$ cat config.mk
export PLATFORM = sky130hd
export DESIGN_NAME = snake_dir_queue_ctrl_flat
export DESIGN_NICKNAME = d
export VERILOG_FILES = /design/src/rtl/snake_pkg.sv /design/src/rtl/snake_dir_queue_ctrl_if.sv /design/src/rtl/snake_btn_debounce.sv /design/src/rtl/snake_dir_queue_ctrl.sv /design/src/flat_wrapper.sv
export SDC_FILE = /design/constraint.sdc
export NUM_CORES = 1
export LEC_CHECK = 0
export ABC_AREA = 1
export BUFFER_PORTS_ARGS = -buffer_cell sky130_fd_sc_hd__buf_2
export CAP_MARGIN = 5
export CORE_MARGIN = 2
export CORE_UTILIZATION = 50
export CTS_BUF_LIST = sky130_fd_sc_hd__clkbuf_2 sky130_fd_sc_hd__clkbuf_4 sky130_fd_sc_hd__clkbuf_8
export CTS_CLUSTER_SIZE = 8
export DETAILED_ROUTE_END_ITERATION = 8
export GPL_ROUTABILITY_DRIVEN = 0
export HOLD_SLACK_MARGIN = 0.08
export PLACE_DENSITY = 0.71
export SYNTH_ARGS = -nofsm -noshare
export SYNTH_HDL_FRONTEND = slang
export SYNTH_SLANG_ARGS = --single-unit
$ cat constraint.sdc
create_clock -name clk -period 4 [get_ports clk]
set_input_delay 0 -clock clk [delete_from_list [all_inputs] [get_ports clk]]
set_output_delay 0 -clock clk [all_outputs]
set_load 0.02 [all_outputs]
$ cat src/rtl/snake_pkg.sv
// rtl/snake_pkg.sv - shared direction types, button indices and axis helper
package snake_pkg;

    typedef enum logic [1:0] {
        DIR_RIGHT = 2'b00,
        DIR_LEFT  = 2'b01,
        DIR_DOWN  = 2'b10,
        DIR_UP    = 2'b11
    } dir_t;

    localparam int BTN_RIGHT = 0;
    localparam int BTN_LEFT  = 1;
    localparam int BTN_DOWN  = 2;
    localparam int BTN_UP    = 3;

    // Bit 1 selects the vertical axis, so a turn is legal only when it flips that bit.
    function automatic logic same_axis(input dir_t a, input dir_t b);
        return a[1] == b[1];
    endfunction

endpackage

$ cat src/rtl/snake_dir_queue_ctrl_if.sv
// rtl/snake_dir_queue_ctrl_if.sv - button/tick inputs and per-channel heading outputs
interface snake_dir_queue_ctrl_if #(
    parameter int N_CH        = 2,
    parameter int QUEUE_DEPTH = 2
);
    localparam int CW = $clog2(QUEUE_DEPTH + 1);

    logic [4*N_CH-1:0]  btn;
    logic               move_tick;
    logic               run;
    logic [2*N_CH-1:0]  dir;
    logic [N_CH-1:0]    started;
    logic [N_CH*CW-1:0] q_count;
    logic [N_CH-1:0]    overflow;

    modport master (
        output btn, move_tick, run,
        input  dir, started, q_count, overflow
    );

    modport slave (
        input  btn, move_tick, run,
        output dir, started, q_count, overflow
    );
endinterface

$ cat src/rtl/snake_btn_debounce.sv
// rtl/snake_btn_debounce.sv - 2-FF sync, stable-count debounce and registered press pulse
module snake_btn_debounce #(
    parameter int DEBOUNCE_CYCLES = 4
) (
    input  logic clk,
    input  logic rst,
    input  logic raw,
    output logic press
);
    localparam int CNTW = (DEBOUNCE_CYCLES > 1) ? $clog2(DEBOUNCE_CYCLES) : 1;

    logic            sync1, sync2;
    logic            level, level_d;
    logic            fill1, fill2;
    logic            armed;
    logic [CNTW-1:0] cnt;

    // armed stays low until the button has been seen released after reset,
    // so a button held through reset never produces a press.
    always_ff @(posedge clk) begin
        if (rst) begin
            sync1   <= 1'b0;
            sync2   <= 1'b0;
            level   <= 1'b0;
            level_d <= 1'b0;
            fill1   <= 1'b0;
            fill2   <= 1'b0;
            armed   <= 1'b0;
            cnt     <= '0;
            press   <= 1'b0;
        end else begin
            sync1   <= raw;
            sync2   <= sync1;
            fill1   <= 1'b1;
            fill2   <= fill1;
            level_d <= level;
            if (fill2 && !sync2 && !level) begin
                armed <= 1'b1;
            end
            if (sync2 != level) begin
                if (cnt == CNTW'(DEBOUNCE_CYCLES - 1)) begin
                    level <= sync2;
                    cnt   <= '0;
                end else begin
                    cnt <= cnt + CNTW'(1);
                end
            end else begin
                cnt <= '0;
            end
            press <= armed & level & ~level_d;
        end
    end

endmodule

$ cat src/rtl/snake_dir_queue_ctrl.sv
// rtl/snake_dir_queue_ctrl.sv - per-channel turn validation, turn FIFO and tick-driven heading update
module snake_dir_queue_ctrl
    import snake_pkg::*;
#(
    parameter int   N_CH            = 2,
    parameter int   QUEUE_DEPTH     = 2,
    parameter int   DEBOUNCE_CYCLES = 4,
    parameter dir_t INIT_DIR        = DIR_RIGHT
) (
    input logic                  clk,
    input logic                  rst,
    snake_dir_queue_ctrl_if.slave bus
);
    localparam int CW = $clog2(QUEUE_DEPTH + 1);
    localparam int AW = (QUEUE_DEPTH > 1) ? $clog2(QUEUE_DEPTH) : 1;

    logic [4*N_CH-1:0] press_all;

    for (genvar i = 0; i < 4*N_CH; i++) begin : g_btn
        snake_btn_debounce #(
            .DEBOUNCE_CYCLES(DEBOUNCE_CYCLES)
        ) u_debounce (
            .clk  (clk),
            .rst  (rst),
            .raw  (bus.btn[i]),
            .press(press_all[i])
        );
    end

    for (genvar c = 0; c < N_CH; c++) begin : g_ch
        dir_t          q_mem [QUEUE_DEPTH];
        logic [AW-1:0] wr_ptr, rd_ptr;
        logic [CW-1:0] count;
        dir_t          cur_dir, plan, sel_dir;
        logic [3:0]    pr;
        logic          sel_valid, full, push, drop, pop;
        logic          started_r, overflow_r;

        assign pr   = press_all[4*c +: 4];
        assign full = (count == CW'(QUEUE_DEPTH));
        // Validate against where the snake will be heading once the queue drains.
        assign plan = (count != '0) ? q_mem[wr_ptr - AW'(1)] : cur_dir;

        always_comb begin
            sel_valid = 1'b0;
            sel_dir   = cur_dir;
            if (pr[BTN_DOWN] && !same_axis(DIR_DOWN, plan)) begin
                sel_valid = 1'b1;
                sel_dir   = DIR_DOWN;
            end else if (pr[BTN_UP] && !same_axis(DIR_UP, plan)) begin
                sel_valid = 1'b1;
                sel_dir   = DIR_UP;
            end else if (pr[BTN_RIGHT] && !same_axis(DIR_RIGHT, plan)) begin
                sel_valid = 1'b1;
                sel_dir   = DIR_RIGHT;
            end else if (pr[BTN_LEFT] && !same_axis(DIR_LEFT, plan)) begin
                sel_valid = 1'b1;
                sel_dir   = DIR_LEFT;
            end
        end

        assign push = bus.run & sel_valid & ~full;
        assign drop = bus.run & sel_valid & full;
        // Pop decision uses the pre-push count, so a fresh entry in an empty queue survives this tick.
        assign pop  = bus.run & bus.move_tick & (count != '0);

        always_ff @(posedge clk) begin
            if (rst) begin
                wr_ptr     <= '0;
                rd_ptr     <= '0;
                count      <= '0;
                cur_dir    <= INIT_DIR;
                started_r  <= 1'b0;
                overflow_r <= 1'b0;
            end else begin
                if (push) begin
                    q_mem[wr_ptr] <= sel_dir;
                    wr_ptr        <= wr_ptr + AW'(1);
                    started_r     <= 1'b1;
                end
                if (drop) begin
                    overflow_r <= 1'b1;
                end
                if (pop) begin
                    cur_dir <= q_mem[rd_ptr];
                    rd_ptr  <= rd_ptr + AW'(1);
                end
                count <= count + CW'(push) - CW'(pop);
            end
        end

        assign bus.dir[2*c +: 2]      = cur_dir;
        assign bus.started[c]         = started_r;
        assign bus.overflow[c]        = overflow_r;
        assign bus.q_count[CW*c +: CW] = count;
    end

endmodule

$ cat src/flat_wrapper.sv
// flat-port wrapper written by rule: the top's interface ports become plain ports
module snake_dir_queue_ctrl_flat import snake_pkg::*;
#(
    parameter int   N_CH            = 2,
    parameter int   QUEUE_DEPTH     = 2,
    parameter int   DEBOUNCE_CYCLES = 4,
    parameter dir_t INIT_DIR        = DIR_RIGHT
)
  (clk, rst, bus_btn, bus_move_tick, bus_run, bus_dir, bus_started, bus_q_count, bus_overflow);
  snake_dir_queue_ctrl_if #(.N_CH(N_CH), .QUEUE_DEPTH(QUEUE_DEPTH)) bus_i ();
  input logic clk;
  input logic rst;
  input wire logic [$bits(bus_i.btn)-1:0] bus_btn;
  input wire logic [$bits(bus_i.move_tick)-1:0] bus_move_tick;
  input wire logic [$bits(bus_i.run)-1:0] bus_run;
  output wire logic [$bits(bus_i.dir)-1:0] bus_dir;
  output wire logic [$bits(bus_i.started)-1:0] bus_started;
  output wire logic [$bits(bus_i.q_count)-1:0] bus_q_count;
  output wire logic [$bits(bus_i.overflow)-1:0] bus_overflow;
  assign bus_i.btn = bus_btn;
  assign bus_i.move_tick = bus_move_tick;
  assign bus_i.run = bus_run;
  assign bus_dir = bus_i.dir;
  assign bus_started = bus_i.started;
  assign bus_q_count = bus_i.q_count;
  assign bus_overflow = bus_i.overflow;
  snake_dir_queue_ctrl #(.N_CH(N_CH), .QUEUE_DEPTH(QUEUE_DEPTH), .DEBOUNCE_CYCLES(DEBOUNCE_CYCLES), .INIT_DIR(INIT_DIR)) u_core (.clk(clk), .rst(rst), .bus(bus_i));
endmodule
==> results.py, run 1 <==
metrics = {
    "clock_tree": {
        "clkLatencyLatePin_ns": 0.35,
        "cts_tree": "built",
        "cts_buffers": 9,
        "cts_root_buffer": "clkbuf_8",
        "cts_sinks": 90,
        "clk_pin_slew_worst_paths_ns": 0.08,
        "clock_path_buffers": 2,
        "htreeDepth": 3,
    },
    "synthesis": {
        "synthesis.nets": 413,
        "netlist_top_cells_area": "dfxtp_1 48%, inv_1 7.8%, nor2_1 7.5%",
        "syn_inst": 391,
        "yosys_warnings": 0,
        "async_reset_ff_share_pct": 0,
        "synth_top_area_share_pct": 48.3,
        "ys_seq_area_share_pct": 55.3,
        "synth_common_cells": "82 x dfxtp_1, 71 x inv_1, 68 x nor2_1",
        "synth-edff-count": 8,
        "synth.distinct_cells": 33,
        "postSynthAreaPerCell_um2": 8.70,
        "yosys_most_used_dff": "dfxtp_1",
        "yosysMostFrequentCell": "dfxtp_1",
        "yosysTopAreaCell": "dfxtp_1",
        "yosys_register_bits": 90,
        "netlist_area_mm2": 0.00340,
    },
    "cells_and_area": {
        "n_antenna_cell": 0,
        "final.fill_count": 601,
        "area_growth_pct": 13.3,
        "multiInputGateArea_mm2": 0.00116,
        "nets": 443,
        "drive_gt1_share_pct": 14.1,
        "ff_latch_area_mm2": 0.00188,
    },
    "drt": {
        "drc": 0,
        "wl_per_cell_um": 10.4,
        "firstDrtPassIters": 4,
        "vias": 2424,
        "antenna_left": 0,
        "wl_mm": 5.27,
        "initialDrtViolationCount": 70,
        "routed_via_density": 4.79,
    },
    "die": {
        "coreArea_mm2": 0.00668,
        "start_util_pct": 50.9,
        "boundaryPins": 24,
        "num_rows": 30,
        "die_w_um": 86.5,
        "dieArea_mm2": 0.00748,
        "die_h_um": 86.5,
    },
    "power": {
        "p_per_area_mw_per_mm2": 432,
        "power.static_leakage_nw": 1.71,
        "peakVddDrop_mv": 0.282,
        "p_total_mw": 1.66,
    },
    "sta": {
        "finalSetupTns_ns": 0,
        "setup_slack_ns": 2.34,
        "skew_ns": 0.00714,
        "setup_viol": 0,
        "period_share_pct": 41.4,
        "hold_viol": 0,
        "rsz0062_at_grt": "false",
        "final_max_slew_viol_count": 0,
        "worst_pin_slew_ns": 0.925,
        "fin_crit_ns": 1.66,
        "slew_headroom_pct": 38.2,
        "clock.fmax_mhz": 604,
    },
    "outcome": {
        "outcome": "finished clean",
    },
    "global_route": {
        "grt_pass1_vias": 2194,
        "grt_max_degree": 49,
        "track_usage_pct": 15.4,
        "gr-total-overflow": 0,
        "antenna_found_initial": 0,
        "grt_pass1_wl_mm": 9.05,
    },
    "worst_setup_path": {
        "critical_path_class": "flip-flop to flip-flop",
        "cp_max_fo": 7,
        "endpoint_kind": "flip-flop",
        "cp.arrival_ns": 1.94,
        "cp.required_ns": 4.29,
        "worst_setup_path_start_kind": "flip-flop",
    },
    "place": {
        "io_buffers": 23,
        "place_worst_setup_slack_ns": 2.00,
        "hpwl_mm": 3.58,
    },
    "worst_hold_path": {
        "hold_path_class": "primary input to flip-flop",
    },
    "job": {
        "drv_cap": 0,
    },
}
worst max-delay path, stage by stage, from the launching register on:
cell	delay, ns
dfxtp_1	0.44
nor2_4	0.08
nor2_1	0.32
ha_1	0.33
inv_1	0.07
nand4_2	0.12
nand2_1	0.08
nand2_1	0.05
nor2_2	0.10
layer usage:
metal  part of all wire (%)  vias to the layer above  global-route usage (%)  routed length, um
met2                     45                       46                    26.5               2380
met5                      0                        -                       0                  0
met1                     48                     1086                    17.6               2550
met4                    1.8                        0                    5.97                 96
met3                    4.4                        9                    5.05                232
li1                       -                     1283                       -                  -
final cells by class:
class | count | share of cell area, %
flip-flops and latches | 90 | 48.8
multi-input cells | 215 | 30.2
inverters | 73 | 7.11
repair buffers | 32 | 5.32
clock buffers | 11 | 3.77
well taps | 80 | 2.60
clock inverters | 5 | 2.18
metrics by stage:
stage	util [%]	instances	hold WS [ns]	instance area, um^2
2_1_floorplan	-	391	0.107	3400
3_3_place_gp	52.9	481	0.201	3530
3_5_place_dp	52.9	481	0.205	3530
4_1_cts	57.7	506	0.0958	3850
5_1_grt	57.7	506	0.131	3850
6_report	57.7	506	0.108	3850
sequential cells by signal, indices dropped and copies added (netlist names), 4 cells and up:
name,cells
u_core.g_btn.u_debounce.sync2,8
u_core.g_ch.cur_dir,4
u_core.g_btn.u_debounce.armed,8
u_core.g_btn.u_debounce.press,8
u_core.g_btn.u_debounce.sync1,8
u_core.g_btn.u_debounce.level_d,8
u_core.g_ch.count,4
u_core.g_btn.u_debounce.level,8
u_core.g_ch.q_mem,8
u_core.g_btn.u_debounce.cnt,16
where the power goes:
group / switching, mW / internal, mW
logic: 0.0301 / 0.0203
registers: 0.00683 / 0.923
clock network: 0.304 / 0.381
path summary, 6_finish.rpt:
check / from / endpoint / slack [ns] / cells after the start
worst max-delay path: u_core.g_ch[0].count[1]$_SDFF_PP0_ / u_core.g_ch[0].count[1]$_SDFF_PP0_ / 2.34 / 8
worst min-delay path: bus_move_tick / u_core.g_ch[0].cur_dir[1]$_SDFFE_PP0P_ / 0.11 / 4
worst max register to register: u_core.g_ch[0].count[1]$_SDFF_PP0_ / u_core.g_ch[0].count[1]$_SDFF_PP0_ / 2.34 / 8
worst min register to register: u_core.g_btn[7].u_debounce.level_d$_SDFF_PP0_ / u_core.g_btn[7].u_debounce.press$_SDFF_PP0_ / 0.40 / 1
placed cells by master (no fill, tap or decap), types with 2 or more instances in the layout:
| cell type | count |
|---|---|
| dfxtp_1 | 82 |
| inv_1 | 71 |
| nor2_1 | 68 |
| nand2_1 | 43 |
| a21oi_1 | 28 |
| buf_2 | 23 |
| o21ai_0 | 18 |
| ha_1 | 10 |
| clkbuf_8 | 10 |
| dlygate4sd3_1 | 9 |
| nor4_1 | 8 |
| edfxtp_1 | 8 |
| nand2_2 | 5 |
| o211ai_1 | 5 |
| nand3_1 | 5 |
| nor3_1 | 4 |
| inv_2 | 2 |
| nand2_4 | 2 |
| o211ai_4 | 2 |
| nand3_2 | 2 |
| nand4_2 | 2 |
| xnor2_1 | 2 |
| o21ai_1 | 2 |
| a31oi_1 | 2 |
| bufinv_16 | 2 |
| inv_6 | 2 |
cell families (layout without fill, tap and decap cells):
group,after synthesis,in the layout,share of synthesized area [%]
AND/OR/NAND/NOR,141,141,18.5
AO/OA/AOI/OAI,62,62,11.6
XOR/XNOR,2,2,0.515
adder cells (fa/ha/maj),10,10,3.68
buffers and inverters,86,121,10.4
flip-flops,90,90,55.3
what timing repair did:
action,CTS,global route
hold endpoints to repair,14,0
buffers inserted,0,0
endpoints found under the setup margin,0,0
hold buffers,9,0
gates resized for setup,0,0
(Power assumes the default switching activity.)
==> run 2, diff against run 1 <==
==> constraint.sdc (replaced) <==
create_clock -name clk -period 1.65 [get_ports clk]
set_input_delay 0 -clock clk [delete_from_list [all_inputs] [get_ports clk]]
set_output_delay 0 -clock clk [all_outputs]
set_load 0.02 [all_outputs]
==> results.py, run 2 (synthesis gave the netlist of run 1 again) <==
metrics = {
    "die": {
        "dieArea_mm2": 0.00748,
        "die_h_um": 86.5,
        "start_util_pct": 50.9,
        "coreArea_mm2": 0.00668,
        "num_rows": 30,
        "boundaryPins": 24,
        "die_w_um": 86.5,
    },
    "cells_and_area": {
        "area_growth_pct": 13.1,
        "top_register": "u_core.g_btn.u_debounce.cnt",
        "mostFrequentLayoutCell": "dfxtp_1",
        "drive_gt1_share_pct": 15.6,
        "largest_register_ffs": 16,
        "final_area_mm2": 0.00385,
        "final_cell_mix": "81 x dfxtp_1, 71 x inv_1, 65 x nor2_1",
        "nets": 446,
        "final_util_pct": 57.6,
        "n_antenna_cell": 0,
    },
    "clock_tree": {
        "cts_buffers": 9,
        "cts_tree": "built",
        "clkLatencyLatePin_ns": 0.35,
        "clk_pin_slew_worst_paths_ns": 0.08,
        "postCtsSetupBuffers": 0,
        "cts_root_buffer": "clkbuf_8",
        "htreeDepth": 3,
        "clock_path_buffers": 2,
        "cts_sinks": 90,
    },
    "sta": {
        "period_share_pct": 93.1,
        "slew_headroom_pct": 69.1,
        "setup_viol": 0,
        "worst_pin_slew_ns": 0.464,
        "hold_viol": 0,
        "skew_ns": 0.00750,
        "finalSetupTns_ns": 0,
        "fin_crit_ns": 1.54,
        "rsz0062_at_grt": "true",
        "clock.fmax_mhz": 651,
        "setup_slack_ns": 0.113,
        "final_max_slew_viol_count": 0,
    },
    "power": {
        "power.static_leakage_nw": 1.70,
        "p_per_area_mw_per_mm2": 976,
        "peakVddDrop_mv": 0.434,
    },
    "global_route": {
        "grt_max_degree": 48,
        "grt_pass1_wl_mm": 9.32,
        "track_usage_pct": 15.9,
        "antenna_found_initial": 0,
        "gr-total-overflow": 0,
        "grt_pass1_vias": 2206,
    },
    "drt": {
        "wl_per_cell_um": 10.3,
        "wl_mm": 5.26,
        "vias": 2417,
        "routed_via_density": 4.75,
        "antenna_left": 0,
        "firstDrtPassIters": 4,
        "initialDrtViolationCount": 123,
        "drc": 0,
    },
    "place": {
        "placed_area_mm2": 0.00356,
        "hpwl_mm": 3.72,
        "place_worst_setup_slack_ns": 0.0690,
        "io_buffers": 23,
    },
    "worst_setup_path": {
        "cp_top_family": "simple AND/OR/NAND/NOR gates",
        "cp_slowest_cell": "dfxtp_1",
        "crit_path_max_incr_delay_ns": 0.36,
        "worst_setup_path_start_kind": "flip-flop",
        "critical_path_class": "flip-flop to flip-flop",
        "cp.required_ns": 1.71,
        "cp.arrival_ns": 1.60,
        "crit_buf_inv": 0,
        "endpoint_kind": "flip-flop",
        "cp_max_fo": 5,
        "crit_chain": "nor2_4, nand2_2, nand2_4, o21ai_4, a21oi_4, nand3_2, nor2_2",
    },
    "outcome": {
        "outcome": "finished clean",
    },
    "job": {
        "drv_cap": 0,
    },
    "worst_hold_path": {
        "hold_path_class": "primary input to flip-flop",
    },
}
## run 2: routing by layer
layer | wire length, um | GRT usage [%] | vias up | part of all wire [%]
li1 | - | - | 1288 | -
met1 | 2520 | 19.8 | 1083 | 48
met2 | 2500 | 25.7 | 40 | 48
met3 | 160 | 3.14 | 6 | 3.0
met4 | 81 | 8.95 | 0 | 1.5
met5 | 0 | 0 | - | 0
## run 2: stage by stage
step / instances / hold WS [ns] / power [mW]
finish: 509 / 0.0958 / 3.76
global route: 509 / 0.122 / 3.93
CTS: 509 / 0.105 / 3.81
detailed placement: 484 / 0.205 / 2.42
global placement: 484 / 0.200 / 2.41
floorplan: 391 / 0.107 / 2.38
## run 2: worst register-to-register path, stage by stage, from the launching register on
cell     delay, ns
dfxtp_1       0.36
nor2_4        0.16
nand2_2       0.11
nand2_4       0.11
o21ai_4       0.08
a21oi_4       0.14
nand3_2       0.13
nor2_2        0.16
## run 2: power by group
| part | total (mW) | switching [mW] | internal [mW] |
|---|---|---|---|
| Clock | 1.37 | 0.709 | 0.666 |
| Sequential | 2.25 | 0.0161 | 2.24 |
| Combinational | 0.127 | 0.0749 | 0.0522 |
| Total | 3.76 | 0.800 | 2.96 |
## run 2: path summary, 6_finish.rpt
| kind | startpoint | end | slack [ns] | cells past startpoint |
|---|---|---|---|---|
| worst max register to register | u_core.g_ch[0].count[1]$_SDFF_PP0_ | u_core.g_ch[0].q_mem[1][0]$_DFFE_PP_ | 0.11 | 7 |
| worst min-delay path | bus_move_tick | u_core.g_ch[1].cur_dir[0]$_SDFFE_PP0P_ | 0.1 | 4 |
| worst max-delay path | u_core.g_ch[0].count[1]$_SDFF_PP0_ | u_core.g_ch[0].q_mem[1][0]$_DFFE_PP_ | 0.11 | 7 |
| worst min register to register | u_core.g_btn[6].u_debounce.level_d$_SDFF_PP0_ | u_core.g_btn[6].u_debounce.press$_SDFF_PP0_ | 0.40 | 1 |
## run 2: timing repair
action / in CTS / in global routing
setup endpoints to repair: 0 / 10
endpoints found under the hold margin: 12 / 0
resized for setup: 0 / 4
hold buffers: 9 / 0
## run 2: layout make-up
class | instances | area [um^2]
clock buffers | 13 | 166
inverters | 73 | 274
multi-input cells | 215 | 1170
well taps | 80 | 100
fillers | 589 | 2840
flip-flops and latches | 90 | 1880
repair buffers | 35 | 228
clock inverters | 3 | 23.8
==> run 3, diff against run 2 <==
--- a/config.mk
+++ b/config.mk
@@ -6,7 +6,7 @@
 export NUM_CORES = 1
 export LEC_CHECK = 0
 export ABC_AREA = 1
-export BUFFER_PORTS_ARGS = -buffer_cell sky130_fd_sc_hd__buf_2
+export BUFFER_PORTS_ARGS = -buffer_cell sky130_fd_sc_hd__clkbuf_2
 export CAP_MARGIN = 5
 export CORE_MARGIN = 2
 export CORE_UTILIZATION = 50
==> constraint.sdc (replaced) <==
create_clock -name clk -period 1.65 [get_ports clk]
set_input_delay 0 -clock clk [delete_from_list [all_inputs] [get_ports clk]]
set_output_delay 0 -clock clk [all_outputs]
set_load 0.005 [all_outputs]
==> results.py, run 3 (synthesis gave the netlist of run 1 again) <==
metrics = {
    "worst_hold_path": {
        "hold_start": "bus_move_tick",
        "hold_path_class": "primary input to flip-flop",
        "holdPathEnd": "u_core.g_ch[1].cur_dir[1]$_SDFFE_PP0P_",
        "whs_path_depth": 4,
    },
    "worst_setup_path": {
        "worstRegToRegCells": 7,
        "rrSetupSlack_ns": 0.10,
        "cp.arrival_ns": 1.60,
        "timing.rr.end": "u_core.g_ch[0].q_mem[1][1]$_DFFE_PP_",
        "endpoint_kind": "flip-flop",
        "cp.required_ns": 1.70,
        "critical_path_class": "flip-flop to flip-flop",
        "r2r-start": "u_core.g_ch[0].count[1]$_SDFF_PP0_",
        "cp_max_fo": 5,
        "worst_setup_path_start_kind": "flip-flop",
    },
    "cells_and_area": {
        "nets": 448,
        "final_cell_mix": "80 x dfxtp_1, 71 x inv_1, 66 x nor2_1",
        "fin_cells": 510,
        "mostFrequentLayoutCell": "dfxtp_1",
        "n_antenna_cell": 0,
        "largest_register_ffs": 16,
        "final_util_pct": 58.0,
        "top_register": "u_core.g_btn.u_debounce.cnt",
        "drive_gt1_share_pct": 15.8,
        "area_growth_pct": 13.9,
        "final.fill_count": 581,
    },
    "clock_tree": {
        "clk_pin_slew_worst_paths_ns": 0.08,
        "htreeDepth": 3,
        "cts_buffers": 9,
        "postCtsSetupBuffers": 0,
        "clock_path_buffers": 2,
        "cts_tree": "built",
        "cts_sinks": 90,
        "clkLatencyLatePin_ns": 0.35,
        "cts_root_buffer": "clkbuf_8",
    },
    "sta": {
        "setup_viol": 0,
        "final_max_slew_viol_count": 0,
        "rsz0062_at_grt": "false",
        "finalSetupTns_ns": 0,
        "slew_headroom_pct": 68.8,
        "fin_crit_ns": 1.55,
        "period_share_pct": 93.7,
        "clock.fmax_mhz": 647,
        "fin_hold_ws_ns": 0.0674,
        "skew_ns": 0.00547,
        "worst_pin_slew_ns": 0.468,
        "hold_viol": 0,
    },
    "global_route": {
        "track_usage_pct": 16.2,
        "grt_pass1_vias": 2187,
        "antenna_found_initial": 0,
        "grt_max_degree": 48,
        "gr-total-overflow": 0,
        "grt_pass1_wl_mm": 9.47,
    },
    "die": {
        "boundaryPins": 24,
        "die_h_um": 86.5,
        "num_rows": 30,
        "dieArea_mm2": 0.00748,
        "start_util_pct": 50.9,
        "die_w_um": 86.5,
        "coreArea_mm2": 0.00668,
    },
    "drt": {
        "wl_mm": 5.39,
        "drc": 0,
        "antenna_left": 0,
        "routed_via_density": 4.68,
        "firstDrtPassIters": 4,
        "wl_per_cell_um": 10.6,
        "initialDrtViolationCount": 96,
        "vias": 2385,
    },
    "power": {
        "peakVddDrop_mv": 0.443,
        "power.static_leakage_nw": 1.71,
        "p_per_area_mw_per_mm2": 996,
    },
    "place": {
        "io_buffers": 23,
        "hpwl_mm": 3.71,
        "placedCellCount": 485,
    },
    "job": {
        "drv_cap": 0,
    },
    "outcome": {
        "outcome": "finished clean",
    },
}
-- run 3: cell type report --
class,count,area [um^2],area share [%]
flip-flops and latches,90,1880,48.7
inverters,73,274,7.08
well taps,80,100,2.58
multi-input cells,215,1170,30.2
repair buffers,37,245,6.33
clock buffers,11,145,3.75
clock inverters,4,52.6,1.36
-- run 3: worst max-delay path by stage --
stage	startpoint	slack, ns	endpoint	cells past startpoint
floorplan	u_core.g_ch[0].count[1]$_SDFF_PP0_	0.18	u_core.g_ch[0].count[1]$_SDFF_PP0_	7
global placement	u_core.g_ch[0].count[1]$_SDFF_PP0_	0.16	u_core.g_ch[0].q_mem[0][0]$_DFFE_PP_	7
detailed placement	u_core.g_ch[0].count[1]$_SDFF_PP0_	0.09	u_core.g_ch[0].q_mem[1][1]$_DFFE_PP_	7
CTS	u_core.g_ch[0].count[1]$_SDFF_PP0_	0.08	u_core.g_ch[0].q_mem[1][1]$_DFFE_PP_	7
global route	u_core.g_ch[1].count[1]$_SDFF_PP0_	0.004	u_core.g_ch[1].q_mem[0][1]$_DFFE_PP_	6
finish	u_core.g_ch[0].count[1]$_SDFF_PP0_	0.10	u_core.g_ch[0].q_mem[1][1]$_DFFE_PP_	7
-- run 3: layer usage --
metal | up-vias | track usage (%) | share of wire (%) | wire length (um)
met4 | 0 | 7.81 | 2.5 | 135
met3 | 14 | 4.67 | 4.8 | 257
met2 | 50 | 25.8 | 46 | 2470
li1 | 1290 | - | - | -
met1 | 1031 | 20.2 | 47 | 2530
met5 | - | 0 | 0 | 0
-- run 3: metrics by stage --
step,cell area [um^2],worst slack [ns],power (mW)
after global routing,3870,0.00388,4.03
final,3870,0.104,3.86
after CTS,3860,0.0829,3.91
after detailed placement,3560,0.0886,2.42
after global placement,3560,0.162,2.41
after floorplan,3400,0.184,2.38
-- run 3: critical path: stages (launching register included) --
cell     delay (ns)
dfxtp_1        0.36
nor2_4         0.16
nand2_2        0.10
nand2_4        0.11
o21ai_4        0.08
a21oi_4        0.14
nand3_2        0.12
nor2_1         0.18
-- run 3: report_power, final --
part	total [mW]	switching (mW)	leakage, nW	internal, mW
sequential	2.25	0.0164	0.743	2.24
clock	1.47	0.720	0.103	0.753
combinational	0.132	0.0763	0.868	0.0552
-- run 3: repair_timing --
item / CTS / global route
gates resized for setup: 0 / 5
hold buffers: 10 / 0
setup endpoints to repair: 0 / 10
endpoints found under the hold margin: 15 / 0
